File: src/rtl/gb_ppu_pkg.sv
// Shared PPU definitions for the background tile-map fetcher.
//   MAP0_BASE / MAP1_BASE : VRAM offsets of the two 32x32 background tile maps
//   TILES_PER_LINE        : tile indices fetched per visible line
//   MAP_W / COL_W         : tile-map width in tiles and the matching index width
//   ST_*                  : fetcher FSM state encoding
package gb_ppu_pkg;

  localparam logic [12:0] MAP0_BASE      = 13'h1800;
  localparam logic [12:0] MAP1_BASE      = 13'h1C00;
  localparam int          TILES_PER_LINE = 20;
  localparam int          MAP_W          = 32;
  localparam int          COL_W          = $clog2(MAP_W);

  localparam logic [2:0] ST_IDLE  = 3'd0;
  localparam logic [2:0] ST_LATCH = 3'd1;
  localparam logic [2:0] ST_REQ   = 3'd2;
  localparam logic [2:0] ST_WRITE = 3'd3;
  localparam logic [2:0] ST_DONE  = 3'd4;

endpackage

File: src/rtl/bg_tilemap_fetcher_if.sv
// Bus bundle between the tile-map fetcher, the VRAM read arbiter and scanline RAM port A.
//   vram_rd_req/vram_addr   : read request, address held stable while req is high
//   vram_rd_ack/vram_rd_data: arbiter accepts; data valid in the ack cycle
//   sl_wr_en/sl_addr/sl_wr_data : scanline RAM port A write
// master = fetcher side, slave = arbiter / RAM side.
interface bg_tilemap_fetcher_if #(
  parameter int VRAM_AW = 13,
  parameter int SL_AW   = 5
);
  logic               vram_rd_req;
  logic [VRAM_AW-1:0] vram_addr;
  logic               vram_rd_ack;
  logic [7:0]         vram_rd_data;
  logic               sl_wr_en;
  logic [SL_AW-1:0]   sl_addr;
  logic [7:0]         sl_wr_data;

  modport master (
    output vram_rd_req, vram_addr,
    input  vram_rd_ack, vram_rd_data,
    output sl_wr_en, sl_addr, sl_wr_data
  );

  modport slave (
    input  vram_rd_req, vram_addr,
    output vram_rd_ack, vram_rd_data,
    input  sl_wr_en, sl_addr, sl_wr_data
  );
endinterface

File: src/rtl/bg_map_addr.sv
// Combinational tile-map address generator.
//   i_map_sel : selects map at 0x1800 (0) or 0x1C00 (1)
//   i_row     : tile row within the map
//   i_col0    : first tile column of the line
//   i_idx     : tile number within the line
//   o_addr    : VRAM byte address of the tile index
module bg_map_addr
  import gb_ppu_pkg::*;
#(
  parameter int VRAM_AW = 13
) (
  input  logic               i_map_sel,
  input  logic [COL_W-1:0]   i_row,
  input  logic [COL_W-1:0]   i_col0,
  input  logic [COL_W-1:0]   i_idx,
  output logic [VRAM_AW-1:0] o_addr
);

  logic [COL_W-1:0] w_col;

  // Truncating add wraps the fetch around the 32-tile-wide map.
  assign w_col  = i_col0 + i_idx;
  assign o_addr = VRAM_AW'(i_map_sel ? MAP1_BASE : MAP0_BASE) | VRAM_AW'({i_row, w_col});

endmodule

File: src/rtl/bg_tilemap_fetcher.sv
// Background tile-map fetcher: at the start of a line reads NUM_TILES tile indices
// from VRAM and writes them into scanline RAM port A at addresses 0..NUM_TILES-1.
//   clk, reset_n          : clock, asynchronous active-low reset
//   start, abort          : line-start pulse (ignored while busy), abort to IDLE
//   ly, scy, scx, map_sel : line number, scroll registers, map select (latched per line)
//   bus                   : VRAM read handshake + scanline RAM write port (master)
//   fine_x, fine_y        : latched pixel offsets for the downstream shifter
//   busy, done            : fetch in progress, one-cycle completion pulse
module bg_tilemap_fetcher
  import gb_ppu_pkg::*;
#(
  parameter int NUM_TILES = TILES_PER_LINE,
  parameter int VRAM_AW   = 13,
  parameter int SL_AW     = 5
) (
  input  logic                 clk,
  input  logic                 reset_n,
  input  logic                 start,
  input  logic                 abort,
  input  logic [7:0]           ly,
  input  logic [7:0]           scy,
  input  logic [7:0]           scx,
  input  logic                 map_sel,
  bg_tilemap_fetcher_if.master bus,
  output logic [2:0]           fine_x,
  output logic [2:0]           fine_y,
  output logic                 busy,
  output logic                 done
);

  logic [2:0]         r_state;
  logic [2:0]         w_state_nxt;
  logic [SL_AW-1:0]   r_idx;
  logic [COL_W-1:0]   r_row;
  logic [COL_W-1:0]   r_col0;
  logic               r_map_sel;
  logic [2:0]         r_fine_x;
  logic [2:0]         r_fine_y;
  logic [7:0]         r_data;
  logic [7:0]         w_line;
  logic               w_last;
  logic [VRAM_AW-1:0] w_addr;

  // Vertical position wraps modulo 256 by plain 8-bit truncation.
  assign w_line = ly + scy;
  assign w_last = (r_idx == SL_AW'(NUM_TILES - 1));

  bg_map_addr #(.VRAM_AW(VRAM_AW)) u_map_addr (
    .i_map_sel (r_map_sel),
    .i_row     (r_row),
    .i_col0    (r_col0),
    .i_idx     (COL_W'(r_idx)),
    .o_addr    (w_addr)
  );

  always_comb begin
    // NOTE: default assignment first so no path leaves w_state_nxt unassigned (no latch).
    w_state_nxt = r_state;
    if (abort) begin
      w_state_nxt = ST_IDLE;
    end else begin
      case (r_state)
        ST_IDLE:  if (start) w_state_nxt = ST_LATCH;
        ST_LATCH: w_state_nxt = ST_REQ;
        ST_REQ:   if (bus.vram_rd_ack) w_state_nxt = ST_WRITE;
        ST_WRITE: w_state_nxt = w_last ? ST_DONE : ST_REQ;
        ST_DONE:  w_state_nxt = ST_IDLE;
        default:  w_state_nxt = ST_IDLE;
      endcase
    end
  end

  // NOTE: all state here uses non-blocking assignments so every register samples pre-edge values.
  always_ff @(posedge clk or negedge reset_n) begin
    if (!reset_n) begin
      r_state   <= ST_IDLE;
      r_idx     <= '0;
      r_row     <= '0;
      r_col0    <= '0;
      r_map_sel <= 1'b0;
      r_fine_x  <= 3'd0;
      r_fine_y  <= 3'd0;
      r_data    <= 8'd0;
    end else begin
      r_state <= w_state_nxt;
      if (!abort) begin
        case (r_state)
          ST_LATCH: begin
            // Per-line snapshot: later register writes only affect the next line.
            r_row     <= w_line[7:3];
            r_col0    <= scx[7:3];
            r_map_sel <= map_sel;
            r_fine_x  <= scx[2:0];
            r_fine_y  <= w_line[2:0];
            r_idx     <= '0;
          end
          ST_REQ:   if (bus.vram_rd_ack) r_data <= bus.vram_rd_data;
          ST_WRITE: if (!w_last) r_idx <= r_idx + 1'b1;
          default: ;
        endcase
      end
    end
  end

  // Outputs decode the registered state, so req drops the cycle after ack.
  assign bus.vram_rd_req = (r_state == ST_REQ);
  assign bus.vram_addr   = bus.vram_rd_req ? w_addr : '0;
  assign bus.sl_wr_en    = (r_state == ST_WRITE);
  assign bus.sl_addr     = bus.sl_wr_en ? r_idx : '0;
  assign bus.sl_wr_data  = r_data;
  assign fine_x          = r_fine_x;
  assign fine_y          = r_fine_y;
  assign busy            = (r_state == ST_LATCH) || (r_state == ST_REQ) || (r_state == ST_WRITE);
  assign done            = (r_state == ST_DONE);

endmodule

File: src/flat_wrapper.sv
// flat-port wrapper written by rule: the top's interface ports become plain ports
module bg_tilemap_fetcher_flat import gb_ppu_pkg::*;
#(
  parameter int NUM_TILES = TILES_PER_LINE,
  parameter int VRAM_AW   = 13,
  parameter int SL_AW     = 5
)
  (clk, reset_n, start, abort, ly, scy, scx, map_sel, fine_x, fine_y, busy, done, bus_vram_rd_req, bus_vram_addr, bus_vram_rd_ack, bus_vram_rd_data, bus_sl_wr_en, bus_sl_addr, bus_sl_wr_data);
  bg_tilemap_fetcher_if #(.VRAM_AW(VRAM_AW), .SL_AW(SL_AW)) bus_i ();
  input  logic clk;
  input  logic reset_n;
  input  logic start;
  input  logic abort;
  input  logic [7:0] ly;
  input  logic [7:0] scy;
  input  logic [7:0] scx;
  input  logic map_sel;
  output logic [2:0] fine_x;
  output logic [2:0] fine_y;
  output logic busy;
  output logic done;
  output wire logic [$bits(bus_i.vram_rd_req)-1:0] bus_vram_rd_req;
  output wire logic [$bits(bus_i.vram_addr)-1:0] bus_vram_addr;
  input wire logic [$bits(bus_i.vram_rd_ack)-1:0] bus_vram_rd_ack;
  input wire logic [$bits(bus_i.vram_rd_data)-1:0] bus_vram_rd_data;
  output wire logic [$bits(bus_i.sl_wr_en)-1:0] bus_sl_wr_en;
  output wire logic [$bits(bus_i.sl_addr)-1:0] bus_sl_addr;
  output wire logic [$bits(bus_i.sl_wr_data)-1:0] bus_sl_wr_data;
  assign bus_vram_rd_req = bus_i.vram_rd_req;
  assign bus_vram_addr = bus_i.vram_addr;
  assign bus_i.vram_rd_ack = bus_vram_rd_ack;
  assign bus_i.vram_rd_data = bus_vram_rd_data;
  assign bus_sl_wr_en = bus_i.sl_wr_en;
  assign bus_sl_addr = bus_i.sl_addr;
  assign bus_sl_wr_data = bus_i.sl_wr_data;
  bg_tilemap_fetcher #(.NUM_TILES(NUM_TILES), .VRAM_AW(VRAM_AW), .SL_AW(SL_AW)) u_core (.clk(clk), .reset_n(reset_n), .start(start), .abort(abort), .ly(ly), .scy(scy), .scx(scx), .map_sel(map_sel), .bus(bus_i), .fine_x(fine_x), .fine_y(fine_y), .busy(busy), .done(done));
endmodule
File: config.mk
export PLATFORM = sky130hd
export DESIGN_NAME = bg_tilemap_fetcher_flat
export DESIGN_NICKNAME = d
export VERILOG_FILES = /design/src/rtl/gb_ppu_pkg.sv /design/src/rtl/bg_tilemap_fetcher_if.sv /design/src/rtl/bg_map_addr.sv /design/src/rtl/bg_tilemap_fetcher.sv /design/src/flat_wrapper.sv
export SDC_FILE = /design/constraint.sdc
export NUM_CORES = 1
export LEC_CHECK = 0
export ABC_CLOCK_PERIOD_IN_PS = 3100
export CAP_MARGIN = 20
export CORE_ASPECT_RATIO = 1.4
export CORE_UTILIZATION = 45
export DETAILED_ROUTE_END_ITERATION = 10
export MAX_ROUTING_LAYER = met4
export PLACE_DENSITY_LB_ADDON = 0.05
export SLEW_MARGIN = 20
export SYNTH_ARGS = -nofsm -noshare
export SYNTH_HDL_FRONTEND = slang
export SYNTH_SLANG_ARGS = --single-unit
File: constraint.sdc
create_clock -name clk -period 3.1 [get_ports clk]
set_input_delay 0.62 -clock clk [delete_from_list [all_inputs] [get_ports clk]]
set_output_delay 0.62 -clock clk [all_outputs]
set_load 0.03 [all_outputs]
==> results of run 1 <==
[placed cells by master (no fill, tap or decap), drive strengths merged, types with 2 or more instances in the layout]
master	n
clkdlybuf4s50	72
nand2	42
dfrtp	33
ha	12
nor2	11
and2	10
mux2	9
o21ai	8
inv	7
clkbuf	7
a21oi	6
nand3	6
a21o	5
and3	5
nor3	5
xor2	4
a211oi	4
nor3b	4
xnor2	3
buf	3
o21bai	2
or3	2
nor4	2
mux2i	2
fa	2
or2	2
[registers in the layout, summed over array words and instances, names as in the netlist]
| signal | count |
|---|---|
| u_core.bus.sl_wr_data | 8 |
| u_core.r_col0 | 5 |
| u_core.r_idx | 5 |
| u_core.r_row | 5 |
| u_core.fine_x | 3 |
| u_core.fine_y | 3 |
| u_core.r_state | 3 |
| u_core.r_map_sel | 1 |
[Yosys cell counts]
cell type / count / area (um^2)
and3b_1: 1 / 8.760
mux2i_1: 2 / 20.02
o21bai_1: 2 / 15.01
a211o_1: 1 / 8.760
nor3b_1: 3 / 22.52
o31ai_1: 1 / 7.510
nand3b_2: 1 / 11.26
clkbuf_2: 1 / 5.000
or3b_2: 1 / 8.760
nand2_1: 42 / 157.7
or3_1: 2 / 12.51
nand2b_1: 1 / 6.260
o311ai_0: 1 / 8.760
buf_4: 2 / 15.01
mux2_2: 9 / 101.4
nor3_1: 5 / 25.02
inv_2: 1 / 3.750
or2_1: 1 / 6.260
nor3b_2: 1 / 12.51
and2_1: 10 / 62.56
dfrtp_1: 33 / 825.8
ha_1: 12 / 150.1
clkbuf_1: 3 / 11.26
xor2_1: 4 / 35.03
a222oi_1: 1 / 10.01
nor4b_2: 1 / 15.01
or4b_4: 1 / 13.76
inv_1: 6 / 22.52
buf_6: 3 / 33.78
nor2b_1: 1 / 6.260
nor4_1: 2 / 12.51
nand3_1: 6 / 30.03
or2_2: 1 / 6.260
a21o_1: 5 / 37.54
a211oi_1: 4 / 30.03
o21ai_0: 8 / 40.04
o21a_1: 1 / 7.510
o2111ai_1: 1 / 8.760
o31a_1: 1 / 8.760
nor2_1: 11 / 41.29
xnor2_1: 3 / 26.28
a21oi_1: 6 / 30.03
and3_1: 5 / 31.28
fa_1: 2 / 40.04
and4_1: 1 / 8.760
[cell families (layout without fill, tap and decap cells)]
logic type,Yosys count,in the layout,share of synthesized area [%]
and+or+nand+nor,97,97,24.94
DFF,33,33,41.25
xor gates and xnor gates,7,7,3.063
AOI/OAI and AO/OA,32,32,10.63
adders and majority gates,14,14,9.500
buffers and inverters,16,91,4.562
muxes,11,11,6.063
[final cells by class]
class,instances,share of cell area (%)
multi-input combinational,161,37.66
timing repair buffer,76,26.11
inverter,7,0.9123
clock buffer,7,2.997
tap,60,2.606
clock inverter,1,1.043
sequential,33,28.67
[how the worst max path moves through the flow]
| stage | cells after the start | startpoint | endpoint | slack, ns |
|---|---|---|---|---|
| final | 7 | u_core.r_idx[0] | bus_vram_addr[4] | 0.23 |
| after global routing | 7 | u_core.r_idx[0] | bus_vram_addr[4] | 0.09 |
| after CTS | 7 | u_core.r_idx[0] | bus_vram_addr[4] | 0.22 |
| after detailed placement | 7 | u_core.r_idx[0] | bus_vram_addr[4] | 0.25 |
| after global placement | 7 | u_core.r_idx[0] | bus_vram_addr[4] | 0.28 |
| after floorplan | 6 | u_core.r_idx[0] | bus_vram_addr[4] | 0.67 |
[power groups by stage]
| stage | Clock [mW] | Combinational (mW) | Sequential (mW) |
|---|---|---|---|
| detailed placement | 0 | 0.584 | 0.608 |
| global placement | 0 | 0.579 | 0.605 |
| floorplan | 0 | 0.228 | 0.713 |
| global route | 0.434 | 0.631 | 0.614 |
| CTS | 0.417 | 0.587 | 0.600 |
| finish | 0.407 | 0.581 | 0.599 |
[per-stage QoR]
stage | worst slack (ns) | cells | hold WS [ns]
after CTS | 0.2230 | 345 | 0.4720
final | 0.2309 | 345 | 0.4682
after floorplan | 0.6665 | 210 | 0.3244
after global placement | 0.2755 | 337 | 0.4502
after detailed placement | 0.2460 | 337 | 0.4549
after global routing | 0.08753 | 345 | 0.4963
[layer usage]
layer	routed length, um	track usage [%]
met5	0	-
met4	140	9.286
met3	192	3.822
met2	2414	38.39
met1	1799	24.46
[critical path: stages, from the launching register on]
cell and delay [ns]:
dfrtp_1 0.43, ha_1 0.23, fa_1 0.41, a21o_1 0.17, a21oi_1 0.18, xnor2_1 0.09, nor2_1 0.07, dlygate4sd2_1 0.39
==> summary.md, run 1 <==
| Metric | Value |
|---|---|
| Crit path time final | 2.869 ns |
| Synthesized area | 2002 um^2 |
| Worst reg2reg path endpoint | u_core.r_row[4] |
| Total track usage | 21.96% |
| Hold endpoint | u_core.r_row[0] |
| # port buffers | 73 |
| CP Max Fanout | 6 |
| # IOs | 74 |
| Share of cells above drive strength 1 | under 10% |
| Placed Area | approximately 2800 um^2 |
| Slew @ Worst Pin | approximately 0.68 ns |
| DIE HEIGHT | about 80 um |
| Row count | 28 |
| Core area | 4239 um^2 |
| Worst setup SP type | register |
| Fin area | 2880 um^2 |
| Routed wire per std cell | ~13 um |
| YS warnings | 0 |
| Setup TNS | 0 ns |
| Post-detail-place hpwl | 3.486 mm |
| Fmax | 348.5 MHz |
| Max rail drop VDD | 0.0004085 V |
| Outcome | finished, final reports clean |
| Max Slew Vio Count | 0 |
| Worst skew pair latency | 0.27 ns |
| Crit Path Class | reg2out |
| Endpoints failing hold | 0 |
| Post-CTS setup repair buffer count | 0 |
| Power Density | 551.1 nW/um^2 |
| Distinct cells, synth | 45 |
| Starting DRT DRC Count | 27 |
| R2R depth | 4 |
| Area grow syn2layout | 43.87% |
| Syn_nets | 262 |
| H-tree depth | 2 |
| Synth Register Bits | 33 |
| Maximum root-to-sink buffer count | 2 |
| Worst Path Required | 2.48 ns |
| Clock slew at reported path FFs | 0.07 ns |
| Sequential Power Share | 37.8% |
| Final wirelength | 4.547 mm |
| Antenna diodes | 0 |
| Max_slew headroom | 54.37% |
| Nets | 336 |
| Sequential element share of the synthesized area | 41.25% |
| Pwr Total | 1.587 mW |
| RSZ-0062 raised after global routing | no |
| Synthesized instance count | 210 |
| Clk sink count | 33 |
| Mean Syn Cell Area | 9.533 um^2 |
| Die Area | between 4000 and 5000 um^2 |
| Hold crit path type | reg2reg |
| Final worst-path cycle share | 92.55% |
| Starting Density | a little under half |
| Layout Utilization | about two thirds |
| WP data arrival | 2.25 ns |
| Cell internal pwr | 1.073 mW |
| Post-DRT Antenna Nets | 0 |
| CP Capture Type | output pin |
| DR DRC count | 0 |
| Switch share | 32.39% |
| CTS root buffer | clkbuf_8 |
| RePlAce Congestion | around 0.8 |
| Drt pass-1 iters | 4 |
| Multi-input logic area | 1085 um^2 |
| Largest net degree at the start of global routing | 34 |
| Clk_skew | 0.004221 ns |
| Net switching power | 0.5142 mW |
| Hold_sp | u_core.r_row[0] |
| Seq. cell area | 825.8 um^2 |
| Vias in the first global route | 1716 |
| Routed vias | 1759 |
| Final setup violating endpoints | 0 |
| P_leak | approximately 1.3 nW |
| Vias/cell | a little over 5 |
| Filler Cells Inserted | 360 |
| Global-route wire length before repair | 7.624 mm |
| Total CTS buffers | 5 |
| Hold-fix buffer count after cts | 0 |
| FF-to-FF Start | u_core.r_state[2] |
| CTS tree | built |
| GRT overflow | 0 |
| Combinational power share | 36.6% |
| Die X | slightly below 60 um |
| Maxcap violations | 0 |
| Clock power share | 25.6% |
| Worst hold stages | 2 |
| Worst reg-to-reg setup slack | 1.25 ns |
| Post-cts resize count | 1 |
| Initial antenna violation count | 0 |
No activity file was read; power rests on OpenSTA's default activity.
==> run 2, diff against run 1 <==
- GPL_TIMING_DRIVEN: unset -> 0
==> run 2 against run 1 <==
Effect of this change: non-clock buffer count is 7 higher; first-iteration DRC count is 120% higher; routed wire length is 3.4% higher; via count is 3.7% higher; die area stayed put; flip-flop and latch count stayed put; critical path type unchanged; utilization is 1.4 points higher; clock skew is 0.00072 ns higher.
==> summary.md, run 2 (synthesized netlist as in run 1, its figures left out) <==
| Metric | Value |
|---|---|
| Outcome | finished, final reports clean |
| Post-detail-place hpwl | 3.612 mm (+3.6%) |
| Drt pass-1 iters | 4 (unchanged) |
| Slowest CP cell | clkdlybuf4s50_1 |
| Max Slew Vio Count | 0 (unchanged) |
| Antenna diodes | 0 (unchanged) |
| Slew @ Worst Pin | 0.7063 ns (+0.03039 ns) |
| CP cell instances | buf_6, nand2b_1, or2_1, inv_2, and2_1, clkdlybuf4s50_1 |
| R2R depth | 6 (+2) |
| Vias/cell | 5.182 (+1.6%) |
| CTS root buffer | clkbuf_8 |
| Row count | 28 (unchanged) |
| CP Max Fanout | 12 (+6) |
| Core area | 4239 um^2 (unchanged) |
| Clock slew at reported path FFs | 0.07 ns (about the same) |
| Crit path time final | 2.920 ns (+0.05088 ns) |
| DIE HEIGHT | 80.92 um (unchanged) |
| Worst skew pair latency | 0.28 ns (about the same) |
| Met2 Use GR | 40.57% (+2.2 points) |
| DR DRC count | 0 (unchanged) |
| RePlAce Congestion | 0.8079 (+0.92%) |
| Initial antenna violation count | 0 (unchanged) |
| Max rail drop VDD | 0.0003789 V (-7.2%) |
| Worst Path Required | 2.48 ns (about the same) |
| P_leak | 1.352 nW (+2.3%) |
| Post-DRT Antenna Nets | 0 (unchanged) |
| Hold crit path type | in2async |
| Clk sink count | 33 (unchanged) |
| GR Layer Usage met1 | 23.35% (-1.1 points) |
| Routed vias | 1824 (+3.7%) |
| Gr busiest metal | met2 |
| Starting Density | 47.23% (unchanged) |
| Sequential Power Share | 37.2% (-0.6 points) |
| Max_slew headroom | 52.79% (-1.6 points) |
| Fmax | 342.5 MHz (-1.7%) |
| Max reg flops | 8 (unchanged) |
| Layout Utilization | 69.30% (+1.4 points) |
| Final wirelength | 4.700 mm (+3.4%) |
| Total CTS buffers | 5 (unchanged) |
| Post-CTS setup repair buffer count | 0 (unchanged) |
| GRT overflow | 0 (unchanged) |
| Routed wire per std cell | 13.35 um (+1.3%) |
| Worst reg-to-reg setup slack | 1.21 ns (-0.04 ns) |
| Die X | 58.37 um (unchanged) |
| RSZ-0062 raised after global routing | no |
| GRT met3 Usage | 3.662% (-0.16 points) |
| Combinational power share | 36.8% (+0.2 points) |
| Clk_skew | 0.004939 ns (+0.0007175 ns) |
| Final worst-path cycle share | 94.19% (+1.6 points) |
| Setup TNS | 0 ns (unchanged) |
| Switch share | 32.95% (+0.55 points) |
| Endpoints failing hold | 0 (unchanged) |
| Total track usage | 22.15% (+0.18 points) |
| Cell internal pwr | 1.078 mW (+0.48%) |
| # port buffers | 73 (unchanged) |
| Area grow syn2layout | 46.75% |
| Nets | 343 (+2.1%) |
| Crit-path leading delay family | buffers and inverters |
| Largest net degree at the start of global routing | 26 (-24%) |
| Most frequent cells in the layout | clkdlybuf4s50_1 (71), nand2_1 (42), dfrtp_1 (33) |
| CP Capture Type | output pin |
| CTS tree | built |
| Crit Path Class | reg2out |
| Global-route wire length before repair | 7.624 mm (unchanged) |
| Finished Layout Cells | 352 (+2.0%) |
| Worst path bufs/invs | 3 (+2) |
| Final setup violating endpoints | 0 (unchanged) |
| Maximum root-to-sink buffer count | 2 (unchanged) |
| Most common cell after layout, fill and taps aside | clkdlybuf4s50_1 |
| Starting DRT DRC Count | 60 (+120%) |
| Worst setup SP type | register |
| Dpl cells | 344 (+2.1%) |
| Clock power share | 26.0% (+0.4 points) |
| # IOs | 74 (unchanged) |
| Worst reg2reg path endpoint | u_core.bus.sl_wr_data[3] |
| WP data arrival | 2.30 ns (+0.05 ns) |
| H-tree depth | 2 (unchanged) |
| Slowest cell delay on critical path | 0.69 ns (+0.26 ns) |
| Die Area | 4723 um^2 (unchanged) |
| FF-to-FF Start | u_core.r_state[2] |
| Share of cells above drive strength 1 | 10.62% (+1.5 points) |
| Net switching power | 0.5298 mW (+3.0%) |
| Vias in the first global route | 1729 (+0.76%) |
| Maxcap violations | 0 (unchanged) |
| Power Density | 547.4 nW/um^2 (-0.67%) |
run 2: changes by cell type in the layout (fill, tap and decap cells not counted):
cell,previous run,this run
clkbuf_1,1,4
clkdlybuf4s50_1,72,71
buf_4,3,2
buf_2,0,1
clkbuf_2,0,1
buf_12,0,1
buf_6,0,3
run 2: power groups by stage:
stage / clock network [mW] / logic, mW / registers [mW]
after floorplan: 0 / 0.228 / 0.713
after global placement: 0 / 0.585 / 0.603
after detailed placement: 0 / 0.594 / 0.606
after CTS: 0.424 / 0.598 / 0.599
after global routing: 0.440 / 0.643 / 0.614
final: 0.418 / 0.592 / 0.598
run 2: layout make-up:
type | count | area, um^2
buffer | 9 | 65.06
sequential | 33 | 825.8
timing repair buffer | 74 | 744.5
inverter | 7 | 26.28
tap | 60 | 75.07
clock inverter | 1 | 30.03
clock buffer | 7 | 86.33
multi-input combinational | 161 | 1085
fill | 357 | 1301
run 2: repair_timing:
action                                 CTS  global route
hold buffers                             0             0
endpoints found under the hold margin    0             0
setup endpoints to repair                1             0
resized for setup                        1             0
run 2: per-stage QoR:
step | instance area (um^2) | hold slack [ns] | worst slack [ns] | power, mW
after floorplan | 2002 | 0.3244 | 0.6665 | 0.9405
after global placement | 2808 | 0.4533 | 0.2310 | 1.188
after detailed placement | 2823 | 0.4624 | 0.2181 | 1.200
after CTS | 2938 | 0.1876 | 0.1477 | 1.621
after global routing | 2938 | 0.2007 | 0.06483 | 1.697
final | 2938 | 0.1898 | 0.1800 | 1.608
run 2: worst max-delay path by stage:
stage	startpoint	end	slack, ns	cells after the start
after floorplan	u_core.r_idx[0]	bus_vram_addr[4]	0.67	6
after global placement	u_core.r_idx[0]	bus_vram_addr[4]	0.23	7
after detailed placement	u_core.r_idx[0]	bus_vram_addr[4]	0.22	7
after CTS	u_core.r_state[2]	bus_vram_addr[6]	0.15	6
after global routing	u_core.r_state[2]	bus_vram_addr[6]	0.06	6
final	u_core.r_state[2]	bus_vram_addr[7]	0.18	6
run 2: layer usage:
metal	wire length, um	part of all wire (%)
met3	177	3.8
met4	105	2.2
met1	1840	39
met2	2577	55
met5	0	0
==> run 3, diff against run 2 <==
- CORE_MARGIN: unset -> 8
==> run 3 against run 2 <==
Effect of this change: worst hold slack worse by 0.016 ns; final cell count stayed put; critical path type unchanged; utilization stayed put; non-clock buffer count stayed put; routed wire length is 11% higher; via count is 2.3% lower; flip-flop and latch count stayed put.
==> summary.md, run 3 (synthesized netlist as in run 1, its figures left out) <==
| Metric | Value |
|---|---|
| Most common cell after layout, fill and taps aside | clkdlybuf4s50_1 |
| Setup TNS | 0 ns (unchanged) |
| CP cell instances | buf_6, nand2b_1, or2_1, inv_2, and2_1, clkdlybuf4s50_1 |
| Global-route wire length before repair | 8.549 mm (+12%) |
| Die Area | 6869 um^2 (+45%) |
| Total track usage | 16.56% (-5.6 points) |
| Fmax | 342.3 MHz (about the same) |
| Slowest CP cell | clkdlybuf4s50_1 |
| Worst setup SP type | register |
| Pwr Total | 1.615 mW (+0.46%) |
| Worst reg-to-reg setup slack | 1.23 ns (+0.02 ns) |
| Endpoints failing hold | 0 (unchanged) |
| DR DRC count | 0 (unchanged) |
| Max reg flops | 8 (unchanged) |
| Clk sink count | 33 (unchanged) |
| # port buffers | 73 (unchanged) |
| Final wirelength | 5.194 mm (+11%) |
| Drt pass-1 iters | 4 (unchanged) |
| Largest net degree at the start of global routing | 27 (+3.8%) |
| Most frequent cells in the layout | clkdlybuf4s50_1 (71), nand2_1 (42), dfrtp_1 (33) |
| H-tree depth | 2 (unchanged) |
| Hold crit path type | in2async |
| Combinational power share | 36.9% (about the same) |
| Post-cts resize count | 1 (unchanged) |
| Routed vias | 1782 (-2.3%) |
| RSZ-0062 raised after global routing | no |
| GRT overflow | 0 (unchanged) |
| Slew @ Worst Pin | 0.7171 ns (+0.01074 ns) |
| Max Slew Vio Count | 0 (unchanged) |
| WP data arrival | 2.30 ns (about the same) |
| Final worst-path cycle share | 94.23% (about the same) |
| Nets | 343 (unchanged) |
| RePlAce Congestion | 0.8413 (+4.1%) |
| Max_slew headroom | 52.07% (-0.72 points) |
| Die X | 72.37 um (+24%) |
| Total CTS buffers | 5 (unchanged) |
| Starting Density | 47.23% (unchanged) |
| Maximum root-to-sink buffer count | 2 (unchanged) |
| Worst Path Required | 2.48 ns (about the same) |
| DP Worst Slack | 0.1890 ns (-0.02911 ns) |
| Vias in the first global route | 1840 (+6.4%) |
| Share of cells above drive strength 1 | 10.62% (unchanged) |
| Switch share | 33.29% (+0.34 points) |
| Vias/cell | 5.063 (-2.3%) |
| Post-detail-place hpwl | 4.174 mm (+16%) |
| CTS root buffer | clkbuf_8 |
| Initial antenna violation count | 0 (unchanged) |
| Crit path time final | 2.921 ns (+0.001055 ns) |
| Slowest cell delay on critical path | 0.67 ns (-0.02 ns) |
| Dpl cells | 344 (unchanged) |
| CP Capture Type | output pin |
| Final setup violating endpoints | 0 (unchanged) |
| Fin area | 2938 um^2 (unchanged) |
| Hold_ws | 0.1741 ns (-0.01566 ns) |
| Layout Utilization | 69.30% (unchanged) |
| Hold-fix buffer count after cts | 0 (unchanged) |
| CP Max Fanout | 12 (unchanged) |
| Sequential Power Share | 37.0% (-0.2 points) |
| Antenna diodes | 0 (unchanged) |
| PnR worst setup slack | 0.1789 ns (-0.001055 ns) |
| Maxcap violations | 0 (unchanged) |
| Core area | 4239 um^2 (unchanged) |
| Max rail drop VDD | 0.0004497 V (+19%) |
| Clock power share | 26.1% (about the same) |
| Starting DRT DRC Count | 54 (-10%) |
| Placed Area | 2823 um^2 (unchanged) |
| # IOs | 74 (unchanged) |
| Row count | 28 (unchanged) |
| Finished Layout Cells | 352 (unchanged) |
| Cell internal pwr | 1.078 mW (about the same) |
| Worst skew pair latency | 0.29 ns (about the same) |
| Post-CTS setup repair buffer count | 0 (unchanged) |
| Outcome | finished, final reports clean |
| Routed wire per std cell | 14.76 um (+11%) |
| Area grow syn2layout | 46.75% (unchanged) |
| P_leak | 1.352 nW (unchanged) |
| Post-DRT Antenna Nets | 0 (unchanged) |
| Clk_skew | 0.002399 ns (-0.002540 ns) |
| Clock slew at reported path FFs | 0.07 ns (about the same) |
| Crit Path Class | reg2out |
| DIE HEIGHT | 94.92 um (+17%) |
| Net switching power | 0.5378 mW (+1.5%) |
| CTS tree | built |
| Power Density | 549.9 nW/um^2 (+0.46%) |
## run 3: cell counts in the layout (fill, tap and decap cells not counted)
Identical to the previous run, type by type.
## run 3: power by group through the flow
stage	Clock, mW	Combinational, mW	Sequential, mW
2_1_floorplan	0	0.228	0.713
3_3_place_gp	0	0.593	0.603
3_5_place_dp	0	0.604	0.607
4_1_cts	0.431	0.605	0.599
5_1_grt	0.450	0.647	0.613
6_report	0.422	0.596	0.598
## run 3: cell type report
class	instances	area (um^2)
plain buffers	9	65.06
clock buffers	7	86.33
clock inverters	1	30.03
fillers	358	1301
inverters	7	26.28
multi-input cells	161	1085
flip-flops and latches	33	825.8
well taps	60	75.07
repair buffers	74	744.5
## run 3: path summary, 6_finish.rpt
path,start,end,cells past startpoint
min in group clk,u_core.r_row[1],u_core.r_row[1],1
hold / removal,reset_n,u_core.r_row[2],1
hold reg to reg,u_core.r_row[1],u_core.r_row[1],1
setup reg to reg,u_core.r_state[2],u_core.bus.sl_wr_data[5],6
setup / recovery,u_core.r_state[2],bus_vram_addr[7],6
max in group asynchronous,reset_n,u_core.r_row[0],2
## run 3: metal layers
metal / up-vias / share of wire (%) / GRT usage, %
met2: 44 / 56 / 29.91
met5: - / 0 / -
li1: 886 / - / -
met4: 0 / 1.8 / 8.040
met3: 7 / 3.6 / 3.181
met1: 845 / 39 / 16.57
## run 3: critical path: cells and delay by family (launching register included)
family	cells	cell delay (ns)
flip-flops	1	0.37
AND/OR/NAND/NOR	3	0.60
buffers and inverters	3	1.04
